## src/rtl/dense_layer_backprop_elastic_reg.sv

```systemverilog
// Elastic `cycle`-stage register carrying the backprop bundle toward the weight-update stage.
// Latency: `cycle` clocks without stalls. Backpressure: in_ready drops only when every stage is full and out_ready=0.
// Optional DENSE_BP_FLUSH_EN adds a `flush` input that empties all stages without touching payload.
module dense_layer_backprop_elastic_reg #(
    parameter int size            = 3,
    parameter int data_size       = 16,
    parameter int cost_type_size  = 8,
    parameter int dense_type_size = 4,
    parameter int cycle           = 1
) (
    input  logic                           clk,
    input  logic                           rst_n,
`ifdef DENSE_BP_FLUSH_EN
    input  logic                           flush,
`endif
    input  logic                           in_valid,
    output logic                           in_ready,
    input  logic [data_size*size-1:0]      grad,
    input  logic [31:0]                    w_layer_index,
    input  logic [31:0]                    w_row_index,
    input  logic                           is_update,
    input  logic [cost_type_size-1:0]      cost_type,
    input  logic [dense_type_size-1:0]     dense_type,
    output logic                           out_valid,
    input  logic                           out_ready,
    output logic [data_size*size-1:0]      grad_out,
    output logic [31:0]                    w_layer_index_out,
    output logic [31:0]                    w_row_index_out,
    output logic                           is_update_out,
    output logic [cost_type_size-1:0]      cost_type_out,
    output logic [dense_type_size-1:0]     dense_type_out,
    output logic [$clog2(cycle+1)-1:0]     occupancy
);
    localparam int OCC_W = $clog2(cycle + 1);
    localparam int PW    = data_size*size + 32 + 32 + 1 + cost_type_size + dense_type_size;

    logic            flush_i;
    logic [cycle-1:0] v;
    logic [cycle-1:0] adv;
    logic [PW-1:0]   pay [cycle];
    logic [PW-1:0]   in_pay;
    logic            out_go;
    logic            full_above;
    logic            in_fire;
    logic            out_fire;

`ifdef DENSE_BP_FLUSH_EN
    assign flush_i = flush;
`else
    assign flush_i = 1'b0;
`endif

    assign out_go = out_ready & ~flush_i;

    // A stage advances unless every stage downstream of it is full and the sink is stalled;
    // evaluating that directly avoids a self-referencing combinational chain.
    always_comb begin
        adv        = '0;
        full_above = 1'b1;
        for (int i = 0; i < cycle; i++) begin
            full_above = 1'b1;
            for (int j = i + 1; j < cycle; j++) begin
                full_above = full_above & v[j];
            end
            adv[i] = v[i] & (out_go | ~full_above);
        end
    end

    assign in_ready  = (~v[0] | adv[0]) & ~flush_i;
    assign out_valid = v[cycle-1] & ~flush_i;
    assign in_fire   = in_valid & in_ready;
    assign out_fire  = out_valid & out_ready;

    assign in_pay = {grad, w_layer_index, w_row_index, is_update, cost_type, dense_type};
    assign {grad_out, w_layer_index_out, w_row_index_out,
            is_update_out, cost_type_out, dense_type_out} = pay[cycle-1];

    always_ff @(posedge clk) begin
        if (!rst_n) begin
            v         <= '0;
            occupancy <= '0;
            for (int i = 0; i < cycle; i++) begin
                pay[i] <= '0;
            end
        end else if (flush_i) begin
            v         <= '0;
            occupancy <= '0;
        end else begin
            if (in_fire) begin
                v[0]   <= 1'b1;
                pay[0] <= in_pay;
            end else begin
                v[0] <= v[0] & ~adv[0];
            end
            for (int i = 1; i < cycle; i++) begin
                if (adv[i-1]) begin
                    v[i]   <= 1'b1;
                    pay[i] <= pay[i-1];
                end else begin
                    v[i] <= v[i] & ~adv[i];
                end
            end
            occupancy <= occupancy + OCC_W'(in_fire) - OCC_W'(out_fire);
        end
    end
endmodule

```

## config.mk

```make
export PLATFORM = sky130hd
export DESIGN_NAME = dense_layer_backprop_elastic_reg
export DESIGN_NICKNAME = d
export VERILOG_FILES = /design/src/rtl/dense_layer_backprop_elastic_reg.sv
export SDC_FILE = /design/constraint.sdc
export NUM_CORES = 1
export LEC_CHECK = 0
export BUFFER_PORTS_ARGS = -buffer_cell sky130_fd_sc_hd__buf_2
export CORE_ASPECT_RATIO = 1.75
export CORE_UTILIZATION = 48
export DETAILED_ROUTE_END_ITERATION = 8
export PLACE_DENSITY = 0.84
export RECOVER_POWER = 25
export SKIP_LAST_GASP = 1
export SYNTH_ARGS = -nofsm -noshare
export SYNTH_HDL_FRONTEND = slang
export SYNTH_SLANG_ARGS = --single-unit
```

## constraint.sdc

```tcl
create_clock -name clk -period 11.8 [get_ports clk]
set_clock_uncertainty 0.05 [all_clocks]
set_input_delay 1.18 -clock clk [delete_from_list [all_inputs] [get_ports clk]]
set_output_delay 1.18 -clock clk [all_outputs]
set_load 0.1 [all_outputs]
```

==> flow_summary.json <==
{
  "globalRouteOverflowTotal": 0,
  "wirelength_routed_um": 10450,
  "route.detailed.vias_per_inst": 4.578,
  "multi_input_area_um2": 972.2,
  "floorplan.io_pins": 257,
  "final_hold_viol_count": 0,
  "launch_instance_of_the_worst_min_delay_path": "occupancy$_SDFF_PN0_",
  "power.static_leakage_nw": 3.073,
  "final_net_count": 668,
  "htree_num_levels": 4,
  "ctsResizeCount": 0,
  "fp.dieW_um": 78.24,
  "hpwl_detailed_um": 7293,
  "max-cap-violations": 1,
  "fillers": 718,
  "post_synthesis_sequential_area_ratio_pct": 77.70,
  "vias": 3099,
  "initial_utilization_pct": 49.57,
  "setup-violations-final": 0,
  "insertedDiodeCount": 0,
  "ctsHoldBuffers": 0,
  "avgRoutedWirePerCell_um": 15.43,
  "grtUsageMet2_pct": 35.82,
  "power_density_nw_per_um2": 210.9,
  "post-cts-setup-buffers": 0,
  "detailedRoute.firstPassIterationCount": 4,
  "final.setup.tns_ns": 0,
  "required_worst_endpoint_ns": 11.77,
  "final.period_utilization_pct": 31.61,
  "cts.path.max_buffers": 2,
  "timing.rr.start": "out_valid$_SDFF_PN0_",
  "crit_path_end_kind": "flop",
  "maxSlewHeadroom_pct": -6.428,
  "grt_start_max_net_pins": 126,
  "grt_setup_unrepaired": "false",
  "detailedPlace.worstSlack_ns": 8.483,
  "io_buffer_count": 256,
  "timing.reg2reg.worst_path_depth": 4,
  "class_of_the_worst_hold_path": "reg2reg",
  "netlist-cell-type-count": 16,
  "chipHeight_um": 135.4,
  "final_max_slew_viol_count": 42,
  "fp.dieArea_um2": 10590,
  "status": "finished with violations",
  "ys.warnings.count": 0,
  "tightest_slew_ns": 1.593,
  "numCtsBuffers": 17,
  "arr_time_crit_path_ns": 3.70,
  "mappedNetlistArea_um2": 4882,
  "grtUsageTotal_pct": 19.77,
  "dr.first_iter.drc_count": 136,
  "tritoncts": "done",
  "layout-drive-gt1-share_pct": 51.27,
  "ctsRootBufferMaster": "sky130_fd_sc_hd__clkbuf_16",
  "drtAntennaViolNets": 0,
  "detailed_route_drc_error_count": 0,
  "gr-usage-met1_pct": 19.78,
  "seqCellArea_um2": 3794,
  "flow.area_growth_from_synthesis_pct": 39.13,
  "critical_path_peak_fanout": 85,
  "net_count_synth": 406,
  "whs_path_depth": 2,
  "regToRegSetupSlack_ns": 8.63,
  "site_rows": 48,
  "grt_pass1_vias": 3101,
  "crit_type": "in2reg",
  "synth-seq-cells": 127,
  "place.gp.congestion": 0.7734,
  "setup_slack_ns": 8.071,
  "floorplan.core_area_um2": 9849,
  "violations": "max-capacitance violations, max-slew violations",
  "grt_pass1_wl_um": 15240,
  "cts.clk_slew.worst_paths_ns": 0.05,
  "startpoint_type": "input pin",
  "hold_end": "occupancy$_SDFF_PN0_",
  "grt_antenna_before_repair": 0,
  "grt.busiest_layer": "met2",
  "netlist_instances": 277,
  "avg_inst_size_synth_um2": 17.63,
  "worst_ir_drop_vdd_v": 0.0001168,
  "numPlacedInstances": 645,
  "final_cell_count_no_fill": 677,
  "clk_latency_ns": 0.40,
  "max_clock_freq_mhz": 268.1,
  "cts.sink_count": 127,
  "regToRegEndpoint": "pay[0][91]$_SDFFCE_PN0P_",
  "groute.layer.met3.usage_pct": 5.859,
  "period_minus_slack_ns": 3.729
}
## area by class of cell
type,instances,share of cell area (%)
Clock buffer,18,6.318
Inverter,1,0.05526
Clock inverter,14,3.187
Timing Repair Buffer,257,17.98
Multi-Input combinational cell,135,14.31
Tap cell,125,2.302
Sequential cell,127,55.85
## cells in the mapped netlist
library cell	number	area [µm²]
sky130_fd_sc_hd__nand2b_4	1	13.76
sky130_fd_sc_hd__and2_1	75	469.2
sky130_fd_sc_hd__inv_1	1	3.750
sky130_fd_sc_hd__buf_6	7	78.83
sky130_fd_sc_hd__a21oi_1	1	5.000
sky130_fd_sc_hd__a21boi_0	1	7.510
sky130_fd_sc_hd__nand3b_1	1	7.510
sky130_fd_sc_hd__edfxtp_1	125	3754
sky130_fd_sc_hd__and3_4	1	11.26
sky130_fd_sc_hd__o21a_1	1	7.510
sky130_fd_sc_hd__nand2b_1	1	6.260
sky130_fd_sc_hd__and3_1	1	6.260
sky130_fd_sc_hd__dfxtp_1	2	40.04
sky130_fd_sc_hd__nand2_1	2	7.510
sky130_fd_sc_hd__clkbuf_1	7	26.28
sky130_fd_sc_hd__and2_4	50	437.9
## power by group
group | switching (mW) | internal [mW]
Sequential | 0.00848 | 0.534
Combinational | 0.285 | 0.0467
Clock | 0.184 | 0.375
## state kept, by name, indices dropped and copies added (netlist names)
register / count
occupancy: 1
out_valid: 1
pay: 125
## stage by stage
stage                     hold slack [ns]  cell area (µm²)  total power, mW  util [%]
after floorplan                    0.9568             4882           0.8337         -
after CTS                          0.5155             6875            1.447     69.80
after detailed placement           0.5066             6230           0.8876     63.25
final                              0.5448             6793            1.433     68.97
after global placement             0.4857             6230           0.8838     63.25
after global routing               0.5960             6793            1.467     68.97
## worst max-delay path, cell delays in order
cell,delay [ns]
sky130_fd_sc_hd__buf_2,0.09
sky130_fd_sc_hd__nand2b_1,0.15
sky130_fd_sc_hd__nand2_1,0.07
sky130_fd_sc_hd__nand2_1,1.13
sky130_fd_sc_hd__buf_4,0.96
## worst max-delay path by stage
| stage | from | to | slack [ns] |
|---|---|---|---|
| finish | out_ready | pay[0][91]$_SDFFCE_PN0P_ | 8.07 |
| global route | out_ready | pay[0][49]$_SDFFCE_PN0P_ | 7.76 |
| CTS | out_ready | in_ready | 8.75 |
| detailed placement | out_ready | pay[0][21]$_SDFFCE_PN0P_ | 8.48 |
| global placement | out_ready | pay[0][49]$_SDFFCE_PN0P_ | 8.56 |
| floorplan | out_ready | pay[0][0]$_SDFFCE_PN0P_ | 6.98 |
## metal layers
metal	share of wire [%]	up-vias
met5	0	-
met4	2.8	0
met3	7.7	20
met2	55	173
met1	34	1421
li1	-	1485
## placed cells by master (no fill, tap or decap)
cell type                    instances
sky130_fd_sc_hd__nand3b_1            1
sky130_fd_sc_hd__clkinvlp_4          2
sky130_fd_sc_hd__a21boi_0            1
sky130_fd_sc_hd__and2_4             50
sky130_fd_sc_hd__o21a_1              1
sky130_fd_sc_hd__and2_1             75
sky130_fd_sc_hd__buf_4               1
sky130_fd_sc_hd__clkbuf_1           55
sky130_fd_sc_hd__clkbuf_16          17
sky130_fd_sc_hd__bufinv_16           5
sky130_fd_sc_hd__edfxtp_1          125
sky130_fd_sc_hd__nand2_1             2
sky130_fd_sc_hd__clkinv_1            2
sky130_fd_sc_hd__and3_1              1
sky130_fd_sc_hd__buf_2             202
sky130_fd_sc_hd__inv_1               1
sky130_fd_sc_hd__and3_4              1
sky130_fd_sc_hd__a21oi_1             1
sky130_fd_sc_hd__nand2b_1            2
sky130_fd_sc_hd__clkinv_4            5
sky130_fd_sc_hd__dfxtp_1             2
## cell families (layout without fill, tap and decap cells)
family          Yosys count  in the layout  share of synthesized area [%]
buf+inv                  15            290                          2.230
flops                   127            127                          77.70
simple gates            132            132                          19.66
compound gates            3              3                         0.4101
Note: power is estimated with default switching activity, not from simulation.
